<file path="src/rtl/fetch_pc_ctrl_if.sv">
// Fetch PC sequencer bundle: redirect sources in, fetch PC / epoch / flush count out.
// No storage; master drives redirects and if1_allowin, slave owns the fetch PC.
// Backpressure is carried by if1_allowin only.
interface fetch_pc_ctrl_if;
    logic        flush;
    logic [31:0] flush_target;
    logic        priv_hold;
    logic [31:0] priv_target;
    logic        bp_redirect;
    logic [31:0] bp_target;
    logic        if1_allowin;
    logic [31:0] fetch_pc;
    logic [31:0] fetch_pc_next;
    logic        fetch_valid;
    logic [1:0]  fetch_epoch;
    logic [15:0] flush_cnt;

    modport master (
        output flush, flush_target, priv_hold, priv_target,
               bp_redirect, bp_target, if1_allowin,
        input  fetch_pc, fetch_pc_next, fetch_valid, fetch_epoch, flush_cnt
    );

    modport slave (
        input  flush, flush_target, priv_hold, priv_target,
               bp_redirect, bp_target, if1_allowin,
        output fetch_pc, fetch_pc_next, fetch_valid, fetch_epoch, flush_cnt
    );
endinterface

</file>
<file path="src/rtl/fetch_pc_ctrl.sv">
// Fetch PC sequencer: sequential advance plus flush > priv > predictor redirects.
// Latency: redirects land in fetch_pc one edge after sampling; fetch_pc_next is comb.
// Backpressure: PC advances only on fetch_valid && if1_allowin; redirects ignore it.
module fetch_pc_ctrl #(
    parameter logic [31:0] RESET_PC = 32'h1C00_0000
) (
    input  logic              clk,
    input  logic              rst,
    fetch_pc_ctrl_if.slave    bus
);

    typedef enum logic [1:0] {
        ST_RUN       = 2'd0,
        ST_FLUSH_BUB = 2'd1,
        ST_PRIV_WAIT = 2'd2
    } state_t;

    state_t      state_q, state_d;
    logic [31:0] pc_q, pc_d;
    logic [1:0]  epoch_q, epoch_d;
    logic [15:0] flush_cnt_q, flush_cnt_d;
    logic [31:0] pc_seq;

    function automatic logic [31:0] align_word(input logic [31:0] pc);
        return {pc[31:2], 2'b00};
    endfunction

    always_ff @(posedge clk) begin
        if (rst) begin
            state_q     <= ST_RUN;
            pc_q        <= RESET_PC;
            epoch_q     <= 2'd0;
            flush_cnt_q <= 16'd0;
        end else begin
            state_q     <= state_d;
            pc_q        <= pc_d;
            epoch_q     <= epoch_d;
            flush_cnt_q <= flush_cnt_d;
        end
    end

    always_comb begin
        state_d     = state_q;
        pc_d        = pc_q;
        epoch_d     = epoch_q;
        flush_cnt_d = flush_cnt_q;
        if (bus.flush) begin
            state_d     = ST_FLUSH_BUB;
            pc_d        = align_word(bus.flush_target);
            epoch_d     = epoch_q + 2'd1;
            flush_cnt_d = (flush_cnt_q == 16'hFFFF) ? flush_cnt_q : flush_cnt_q + 16'd1;
        end else begin
            case (state_q)
                ST_RUN: begin
                    if (bus.priv_hold) begin
                        state_d = ST_PRIV_WAIT;
                        pc_d    = align_word(bus.priv_target);
                    end else if (bus.bp_redirect) begin
                        // Held PC was never issued, so the redirect needs no allowin.
                        pc_d    = align_word(bus.bp_target);
                        epoch_d = epoch_q + 2'd1;
                    end else if (bus.if1_allowin) begin
                        pc_d    = pc_seq;
                    end
                end
                ST_FLUSH_BUB: begin
                    state_d = bus.priv_hold ? ST_PRIV_WAIT : ST_RUN;
                end
                ST_PRIV_WAIT: begin
                    pc_d = align_word(bus.priv_target);
                    if (!bus.priv_hold) begin
                        state_d = ST_RUN;
                        epoch_d = epoch_q + 2'd1;
                    end
                end
                default: begin
                    state_d = ST_RUN;
                end
            endcase
        end
    end

    always_comb begin
        // Successor is 8-byte-group aligned, so an odd-word PC skips to the next group.
        pc_seq            = {pc_q[31:3] + 29'd1, 3'b000};
        bus.fetch_pc      = pc_q;
        bus.fetch_pc_next = pc_seq;
        bus.fetch_valid   = (state_q == ST_RUN) && !bus.priv_hold;
        bus.fetch_epoch   = epoch_q;
        bus.flush_cnt     = flush_cnt_q;
    end

endmodule

</file>
<file path="src/flat_wrapper.sv">
// flat-port wrapper written by rule: the top's interface ports become plain ports
module fetch_pc_ctrl_flat 
#(
    parameter logic [31:0] RESET_PC = 32'h1C00_0000
)
  (clk, rst, bus_flush, bus_flush_target, bus_priv_hold, bus_priv_target, bus_bp_redirect, bus_bp_target, bus_if1_allowin, bus_fetch_pc, bus_fetch_pc_next, bus_fetch_valid, bus_fetch_epoch, bus_flush_cnt);
  fetch_pc_ctrl_if bus_i ();
  input  logic clk;
  input  logic rst;
  input wire logic [$bits(bus_i.flush)-1:0] bus_flush;
  input wire logic [$bits(bus_i.flush_target)-1:0] bus_flush_target;
  input wire logic [$bits(bus_i.priv_hold)-1:0] bus_priv_hold;
  input wire logic [$bits(bus_i.priv_target)-1:0] bus_priv_target;
  input wire logic [$bits(bus_i.bp_redirect)-1:0] bus_bp_redirect;
  input wire logic [$bits(bus_i.bp_target)-1:0] bus_bp_target;
  input wire logic [$bits(bus_i.if1_allowin)-1:0] bus_if1_allowin;
  output wire logic [$bits(bus_i.fetch_pc)-1:0] bus_fetch_pc;
  output wire logic [$bits(bus_i.fetch_pc_next)-1:0] bus_fetch_pc_next;
  output wire logic [$bits(bus_i.fetch_valid)-1:0] bus_fetch_valid;
  output wire logic [$bits(bus_i.fetch_epoch)-1:0] bus_fetch_epoch;
  output wire logic [$bits(bus_i.flush_cnt)-1:0] bus_flush_cnt;
  assign bus_i.flush = bus_flush;
  assign bus_i.flush_target = bus_flush_target;
  assign bus_i.priv_hold = bus_priv_hold;
  assign bus_i.priv_target = bus_priv_target;
  assign bus_i.bp_redirect = bus_bp_redirect;
  assign bus_i.bp_target = bus_bp_target;
  assign bus_i.if1_allowin = bus_if1_allowin;
  assign bus_fetch_pc = bus_i.fetch_pc;
  assign bus_fetch_pc_next = bus_i.fetch_pc_next;
  assign bus_fetch_valid = bus_i.fetch_valid;
  assign bus_fetch_epoch = bus_i.fetch_epoch;
  assign bus_flush_cnt = bus_i.flush_cnt;
  fetch_pc_ctrl #(.RESET_PC(RESET_PC)) u_core (.clk(clk), .rst(rst), .bus(bus_i));
endmodule
</file>
<file path="config.mk">
export PLATFORM = sky130hd
export DESIGN_NAME = fetch_pc_ctrl_flat
export DESIGN_NICKNAME = d
export VERILOG_FILES = /design/src/rtl/fetch_pc_ctrl_if.sv /design/src/rtl/fetch_pc_ctrl.sv /design/src/flat_wrapper.sv
export SDC_FILE = /design/constraint.sdc
export NUM_CORES = 1
export LEC_CHECK = 0
export CAP_MARGIN = 20
export CORE_ASPECT_RATIO = 1.2
export CORE_UTILIZATION = 30
export CTS_BUF_LIST = sky130_fd_sc_hd__clkbuf_16
export CTS_CLUSTER_DIAMETER = 100
export DETAILED_ROUTE_END_ITERATION = 8
export PLACE_DENSITY = 0.65
export SLEW_MARGIN = 20
export SYNTH_ARGS = -nofsm -noshare
export SYNTH_HDL_FRONTEND = slang
export SYNTH_SLANG_ARGS = --single-unit
</file>
<file path="constraint.sdc">
create_clock -name clk -period 1.87 [get_ports clk]
set_input_delay 0.374 -clock clk [delete_from_list [all_inputs] [get_ports clk]]
set_output_delay 0.374 -clock clk [all_outputs]
set_load 0.1 [all_outputs]
</file>
Word-level counts from Yosys, hierarchy flattened
Cells that the tools add are included.
{"block": "totals", "reg_bits": 52, "output_inout_bits": 83, "inputBits": 102}
{"block": "op_classes", "addsub": 3, "n_reduce_logical": 12, "n_bitwise": 1, "n_mux": 15, "eq_ne": 11}
{"op": "$mux 32", "n": 4}
{"op": "$pmux 32 s2", "n": 1}
{"op": "$add 29x1->29 const B", "n": 1}
{"op": "$add 16x1->16 const B", "n": 1}
{"op": "$eq 16x16->1 const B", "n": 1}
{"op": "$mux 2", "n": 7}
{"op": "$ne 3x3->1 const B", "n": 4}
{"op": "$reduce_and 2->1", "n": 5}
{"op": "$pmux 2 s3", "n": 1}
{"op": "$ne 5x5->1 const B", "n": 1}
{"op": "$ne 2x2->1 const B", "n": 2}
{"op": "$ne 4x4->1 const B", "n": 1}
{"op": "$pmux 2 s2", "n": 1}
{"op": "$reduce_and 4->1", "n": 1}
{"op": "$reduce_bool 3->1", "n": 1}
{"op": "$add 2x1->2 const B", "n": 1}
{"op": "$eq 2x1->1 const B", "n": 1}
{"op": "$eq 2x2->1 const B", "n": 1}
{"op": "$logic_not 2->1", "n": 1}
{"op": "$reduce_bool 2->1", "n": 1}
{"op": "$reduce_or 2->1", "n": 1}
{"op": "$logic_and 1x1->1", "n": 1}
{"op": "$logic_not 1->1", "n": 1}
{"op": "$mux 1", "n": 1}
{"op": "$not 1->1", "n": 1}

Logic depth before layout (Yosys ltp)
{"block": "logic_depth", "word_depth": 6, "mapped_depth": 8}

Worst setup path before layout
Ideal clock, no wire load.
{"block": "synth_path", "path_kind": "register -> output", "start": "register u_core.pc_q[4], in the netlist u_core.bus.fetch_pc[4]", "end": "output port bus_fetch_pc_next[31]", "slack_ps": -2212, "t_arrival_ps": 3708, "n_path_buf": 0, "stages_incl_launch_ff": 6, "cell_sequence": "dfxtp_1 > ha_1 > nand3_1 > nor2_1 > nand4_1 > xnor2_1"}
{"block": "synth_via", "elab_chain_len": 1}
{"item": "from (decl)", "line_no": "fetch_pc_ctrl.sv:19", "text": "logic [31:0] pc_q, pc_d;"}
{"item": "from (signal assigned)", "line_no": "fetch_pc_ctrl.sv:36", "text": "pc_q <= pc_d;"}
{"item": "$add 29x1->29", "line_no": "fetch_pc_ctrl.sv:85", "text": "pc_seq = {pc_q[31:3] + 29'd1, 3'b000};"}
{"item": "to (decl)", "line_no": "flat_wrapper.sv:18", "text": "output wire logic [$bits(bus_i.fetch_pc_next)-1:0] bus_fetch_pc_next;"}
No other way between the ends.

Worst setup path in the final report
{"block": "layout_path", "start": "register u_core.pc_q[3], in the netlist u_core.bus.fetch_pc[3]", "end": "output port bus_fetch_pc_next[28]"}
The elaborated chain is that of the path after synthesis.

==> results_dict.tcl <==
set metrics [dict create \
    fin_cells 957 \
    netlist_instances 496 \
    vias 5296 \
    timing.final.crit_period_ps 2370 \
    min_path_cells 1 \
    area_growth_syn_to_layout_pct 133 \
    ys_ff_latch 50 \
    reg2reg_depth 10 \
    setup_tns_ps -9240 \
    crit_path_end_kind "output port" \
    yosys.area_share.simple_pct 26.9 \
    viasPerCell 5.53 \
    finalPower_w 0.00493 \
    synth-edff-count 0 \
    gp_congestion 0.945 \
    grt_pass1_wl_um 29600 \
    track_usage_pct 28.7 \
    synth_fa_ha_area_share_pct 0.670 \
    max-clock-path-buffers 2 \
    dp_hpwl_um 14400 \
    leakagePower_nw 3.55 \
    nFillCells 885 \
    start_util_pct 30.8 \
    avgSynthCellArea_um2 7.53 \
    crit_required_ps 1500 \
    layout_setup_ws_ps -498 \
    die_y_um 124 \
    maxCapViolCount 0 \
    cts-root-buf "clkbuf_16" \
    placement.io_buffers 173 \
    crit_fanout 4 \
    first_pass_iters 5 \
    synth_top_family_by_area "compound AO/OA/AOI/OAI gates" \
    finalHoldViolCount 0 \
    synth-compound-area-share_pct 27.4 \
    synth_ff_type "dfxtp_1" \
    grt_antenna_before_repair 0 \
    htree_levels 2 \
    drive_gt1_share_pct 45.9 \
    min-delay-start "u_core.bus.flush_cnt[5]" \
    pre_cts_slack_ps -385 \
    clk_pin_slew_ps 70 \
    final_nets 899 \
    n_antenna_cell 0 \
    yosys-top-cells-count "dfxtp_1 (50), nand2_1 (40), nor2_1 (38)" \
    start_kind "flip-flop" \
    hold_class "reg2reg" \
    fin_crit_sh_pct 127 \
    placed_cells 914 \
    finalSetupViolations 30 \
    cts_tree "yes" \
    grt_max_degree 59 \
    wl_per_cell_um 19.7 \
    cts_buffers 5 \
    die-area_um2 12900 \
    ys_seq_area_share_pct 26.8 \
    synth_cell_types 68 \
    status "finished with violations" \
    clock_latency_ps 290 \
    placed_cell_area_um2 7880 \
    synth_area_um2 3740 \
    synth_xor_area_share_pct 8.67 \
    fmax_mhz 422 \
    yosys.area.top_type_share_pct 26.8 \
    critical_path.startpoint "u_core.bus.fetch_pc[3]" \
    wirelength_um 18900 \
    synthArstFlopShare_pct 0 \
    synth_mux_area_share_pct 1.91 \
    path_class "reg2out" \
    drt_iter0_drc 359 \
    powerDensity_nw_per_um2 568 \
    coreArea_um2 12100 \
    synthTopCellsByArea "dfxtp_1 (27%), xnor2_1 (6.1%), a21oi_1 (4.3%)" \
    ant_nets 0 \
    io_pins 185 \
    fin_skew_ps 6.66 \
    slew_viol_final 0 \
    irDropWorstVdd_v 0.000447 \
    clock_sinks 50 \
    rows 44 \
    regToRegStartpoint "u_core.bus.fetch_pc[3]" \
    yosysMostFrequentCell "dfxtp_1" \
    grt_pass1_vias 5381 \
    yosysTopAreaCell "dfxtp_1" \
    rsz0062_at_grt "true" \
    synth-warning-count 0 \
    violations "setup timing" \
    grt-ovfl-total 0 \
    fin_area_um2 8690 \
    drc_errors 0 \
    cp.arrival_ps 1990 \
    fp.dieW_um 104 \
]
[cells by family after synthesis]
logic type,Yosys count
adder cells (fa/ha/maj),2
buffers and inverters,59
other,1
XOR/XNOR,37
AO/OA/AOI/OAI,149
AND/OR/NAND/NOR,191
flip-flops,50
multiplexers,7
[placed cells by master (no fill, tap or decap), drive strengths merged, types with 8 or more instances in the layout]
cell type,instances
nor2,39
a31oi,8
xor2,11
buf,236
nand3,21
inv,16
dfxtp,50
nor3,24
nor4,11
o211ai,13
nand2,40
nand2b,8
clkdlybuf4s50,91
a21oi,32
nand4,18
xnor2,26
o21ai,29
[worst paths after layout]
path,endpoint,slack (ps)
worst max register to register,u_core.bus.fetch_pc[28],-100
worst min register to register,u_core.bus.flush_cnt[5],460
worst max-delay path,bus_fetch_pc_next[28],-500
worst min-delay path,u_core.bus.flush_cnt[5],460
[where the power goes]
part           total (W)  internal [W]  switching [W]
combinational    0.00272       0.00111        0.00161
sequential       0.00121       0.00112      0.0000891
clock            0.00100      0.000571       0.000430
[metrics by stage]
| step | hold slack (ps) | util [%] |
|---|---|---|
| CTS | 464 | 69.8 |
| finish | 464 | 71.7 |
| global placement | 449 | 65.0 |
| detailed placement | 452 | 65.0 |
| global route | 479 | 71.7 |
| floorplan | 463 | - |
[flip-flops by register name (all words and copies together), names as in the netlist]
| name | flops |
|---|---|
| u_core.bus.fetch_epoch | 2 |
| u_core.bus.fetch_pc | 30 |
| u_core.bus.flush_cnt | 16 |
| u_core.state_q | 2 |
[metal layers]
metal  global-route usage, %  share of wire, %
met1                    35.2                38
met2                    49.5                50
met3                    5.46               8.6
met4                    10.4               3.4
met5                       0                 0
[critical path, cell delays in order, from the launching register on]
cell	delay [ps]
dfxtp_4	370
buf_6	90
nand4_1	110
buf_6	160
nor2_4	130
buf_6	110
nand4_1	240
xnor2_4	290
buf_12	200
[layout make-up]
| type | count | area (um2) | area share, % |
|---|---|---|---|
| Timing Repair Buffer | 330 | 3850 | 44.3 |
| Multi-Input combinational cell | 391 | 3270 | 37.6 |
| Sequential cell | 50 | 1140 | 13.1 |
| Tap cell | 161 | 201 | 2.32 |
| Clock buffer | 6 | 150 | 1.73 |
| Inverter | 17 | 67.6 | 0.778 |
| Clock inverter | 2 | 7.51 | 0.0864 |
[timing repair]
action,CTS,global route
buffers inserted,22,23
endpoints found under the setup margin,44,52
gates resized for setup,58,36
pin swaps,38,36
hold buffers,0,0
Note: power is estimated with default switching activity, not from simulation.
==> variant 1: new RTL, same flow settings <==
The 3 states of `state_t` get a one-hot encoding in 3 bits.
--- a/src/rtl/fetch_pc_ctrl.sv
+++ b/src/rtl/fetch_pc_ctrl.sv
@@ -9,10 +9,10 @@
     fetch_pc_ctrl_if.slave    bus
 );
 
-    typedef enum logic [1:0] {
-        ST_RUN       = 2'd0,
-        ST_FLUSH_BUB = 2'd1,
-        ST_PRIV_WAIT = 2'd2
+    typedef enum logic [2:0] {
+        ST_RUN       = 3'b001,
+        ST_FLUSH_BUB = 3'b010,
+        ST_PRIV_WAIT = 3'b100
     } state_t;
 
     state_t      state_q, state_d;
Behaviour: same outputs for any inputs over 10 cycles, from zero or initial values and one cycle with rst high; not proved beyond that.
==> variant 1 against the original RTL <==
The run still ends with setup timing left; worst setup slack got worse by 0.21 ns; sequential cell count rose by 1; routed wire length fell by 1.5%; final area fell by 1.3%; synthesized area rose by 1.2%; first-iteration DRC count fell by 4.7%; total power rose by 2.5%; sequential share of layout area rose by 0.16 points; clock skew barely moved; synthesized cell count rose by 2.2%; critical endpoint is now bus_fetch_pc_next[25]; largest power group unchanged.
==> variant 1: results (changes against the original RTL) <==
outcome: "finished, violations left"  # unchanged
violations: "setup timing"  # unchanged
wl_met1_um: 7040  # was 7240 um
layout_setup_ws_ns: -0.706  # was -0.498 ns
clock_area_share_pct: 1.72  # was 1.81%
syn_inst: 507  # was 496
synth_cell_types: 62  # was 68
grt.met1_usage_pct: 32.1  # was 35.2%
reg2reg_to: "u_core.bus.fetch_pc[30]"  # was u_core.bus.fetch_pc[28]
arrival_ns: 2.20  # was 1.99 ns
multi_input_cells: 396  # was 391
setup_violations: 41  # was 30
fin_nets: 885  # was 899
grt_pass1_wl_um: 28500  # was 29600 um
grt_pass1_vias: 5281  # was 5381
final_cells: 943  # was 957
comb-power_mw: 2.84  # was 2.72 mW
cp_max_fo: 5  # was 4
whs_path_depth: 3  # was 1
fin_setup_tns_ns: -13.70  # was -9.24 ns
grt_max_degree: 51  # was 59
critPathLaunch: "u_core.bus.fetch_pc[10]"  # was u_core.bus.fetch_pc[3]
hpwl_um: 13800  # was 14400 um
layout.non_clock_inverters: 19  # was 17
crit_family: "simple AND/OR/NAND/NOR gates"  # was buffers and inverters
crit_path_max_incr_delay_ns: 0.62  # was 0.37 ns
multi_input_area_share_pct: 38.9  # was 37.6%
synth_area_leaders: "dfxtp_1 (27%), o21ai_0 (4.9%), nand2_1 (4.7%)"  # was dfxtp_1 (27%), xnor2_1 (6.1%), a21oi_1 (4.3%)
buffer_area_share_pct: 42.8  # was 44.3%
fin_skew_ns: 0.00672  # was 0.00666 ns
hold_path.class: "in2reg"  # was reg2reg
vias: 5219  # was 5296
first_pass_iters: 4  # was 5
min_from: "bus_flush"  # was u_core.bus.flush_cnt[5]
whs_ns: 0.401  # was 0.464 ns
place_ws_ns: -0.529  # was -0.385 ns
min_to: "u_core.bus.fetch_pc[3]"  # was u_core.bus.flush_cnt[5]
r2r_start: "u_core.bus.fetch_pc[6]"  # was u_core.bus.fetch_pc[3]
power.internal_mw: 2.79  # was 2.80 mW
setup.worst_path.end: "bus_fetch_pc_next[25]"  # was bus_fetch_pc_next[28]
seq_cells: 51  # was 50
p_leak_nw: 3.44  # was 3.55 nW
variant 1: cell count changes after synthesis, moves of 5 or more:
cell      unedited run  this run
a21oi_1             32        17
nand4_1             17        12
o21a_1               5         0
xnor2_1             26        17
a311oi_1             6         1
a31oi_1              8        14
and3_1               6        12
clkbuf_1            21        29
nor3_1              23        15
o21ai_0             29        37
xor2_1              11        17
nand2_1             40        47
o211ai_1            13         7
variant 1: timing repair:
action,in CTS,in global routing
pin swaps,28,26
setup endpoints to repair,54,45
gates cloned,0,0
gates resized for setup,61,30
setup buffers,21,15
variant 1: cell families (layout without fill, tap and decap cells):
kind of cell	count (synthesis)	in the layout	share of synthesized area (%)
buffers and inverters	64	335	7.18
multiplexers	11	11	2.94
XOR/XNOR	34	34	7.87
AO/OA/AOI/OAI	131	131	23.8
adder cells (fa/ha/maj)	2	2	0.661
flip-flops	51	51	27.0
AND/OR/NAND/NOR	213	213	30.5
other	1	5	0.0991
==> variant 2: new RTL, same settings <==
Without the edit above. `RESET_PC` is set to 32'h1C00_0000 in 2 places; all go to 32'h0E000000.
--- a/src/rtl/fetch_pc_ctrl.sv
+++ b/src/rtl/fetch_pc_ctrl.sv
@@ -2,7 +2,7 @@
 // Latency: redirects land in fetch_pc one edge after sampling; fetch_pc_next is comb.
 // Backpressure: PC advances only on fetch_valid && if1_allowin; redirects ignore it.
 module fetch_pc_ctrl #(
-    parameter logic [31:0] RESET_PC = 32'h1C00_0000
+    parameter logic [31:0] RESET_PC = 32'h0E000000
 ) (
     input  logic              clk,
     input  logic              rst,
--- a/src/flat_wrapper.sv
+++ b/src/flat_wrapper.sv
@@ -1,7 +1,7 @@
 // flat-port wrapper written by rule: the top's interface ports become plain ports
 module fetch_pc_ctrl_flat 
 #(
-    parameter logic [31:0] RESET_PC = 32'h1C00_0000
+    parameter logic [31:0] RESET_PC = 32'h0E000000
 )
   (clk, rst, bus_flush, bus_flush_target, bus_priv_hold, bus_priv_target, bus_bp_redirect, bus_bp_target, bus_if1_allowin, bus_fetch_pc, bus_fetch_pc_next, bus_fetch_valid, bus_fetch_epoch, bus_flush_cnt);
   fetch_pc_ctrl_if bus_i ();
Behaviour: not the same (a bounded check fails within 4 cycles, from zero or initial values and one cycle with rst high).
==> variant 2 against the original RTL <==
The flow still finishes with violations (setup timing); global-route usage up 0.12 points; worst setup slack got worse by 0.018 ns; synthesized area is 1.8% lower; total power rose by 0.28%; count of clock-buffer cells in the layout is 1 lower; first-iteration DRC count fell by 28%; final area fell by 1.8%; die area decreased by 1.7%; sequential share of layout area up 0.25 points; critical endpoint is now bus_fetch_pc_next[23]; sequential cell count did not move; routed wire length shrank 4.2%; largest cell class unchanged.
==> variant 2: results (changes against the original RTL) <==
synth-xor-area-share_pct: 9.07  # was 8.67%
reg2reg_to: "u_core.bus.fetch_pc[25]"  # was u_core.bus.fetch_pc[28]
synth-compound-area-share_pct: 28.4  # was 27.4%
crit_slowest_cell: "or3_4"  # was dfxtp_4
post_synth.cell_area_avg_um2: 7.58  # was 7.53 um^2
layout_setup_ws_ns: -0.516  # was -0.498 ns
drt_iter0_drc: 260  # was 359
place_ws_ns: -0.555  # was -0.385 ns
multi_input_cells: 387  # was 391
grt_max_degree: 43  # was 59
violations: "setup timing"  # unchanged
fin_setup_tns_ns: -8.97  # was -9.24 ns
synth_cell_types: 73  # was 68
fin_skew_ns: 0.00236  # was 0.00666 ns
min_to: "u_core.state_q[1]"  # was u_core.bus.flush_cnt[5]
fin_nets: 864  # was 899
clock_area_share_pct: 1.76  # was 1.81%
routed_via_density: 5.48  # was 5.53
layout.non_clock_inverters: 11  # was 17
cp_max_fo: 7  # was 4
use_met3_pct: 4.69  # was 5.46%
dr_wl_met2_um: 9350  # was 9340 um
fp.coreArea_um2: 11700  # was 12100 um^2
seq_share_pct: 13.4  # was 13.1%
hpwl_um: 13800  # was 14400 um
setup_violations: 30  # unchanged
outcome: "finished, violations left"  # unchanged
n_clock_buffer: 5  # was 6
whs_path_depth: 4  # was 1
fillCellCount: 869  # was 885
buffers: 305  # was 330
vdd_drop_max_mv: 0.431  # was 0.447 mV
## variant 2: cell count changes in the layout (fill, tap and decap cells not counted), sizes merged, moves of 4 or more
cell    change
inv         -6
o31ai       -6
or3         -4
nand4       -4
o31a        +6
o21bai      +4
buf        -25
xor2       +11
xnor2      -10
and4        +5
nor3       -10
## variant 2: repair_timing
action	CTS	global route
endpoints found under the setup margin	52	41
setup buffers	11	14
pin swaps	29	27
gates resized for setup	43	40
## variant 2: tightest hold or removal path, delay by kind of cell
kind / cells / cell delay [ns]
buffers and inverters: 2 / 0.33
AND/OR/NAND/NOR: 1 / 0.06
AO/OA/AOI/OAI: 1 / 0.03
## variant 2: power breakdown
part	internal [mW]	switching, mW	leakage [nW]
Clock	0.505	0.464	0.0704
Sequential	1.12	0.0703	0.437
Combinational	1.13	1.65	2.94
Total	2.76	2.19	3.45
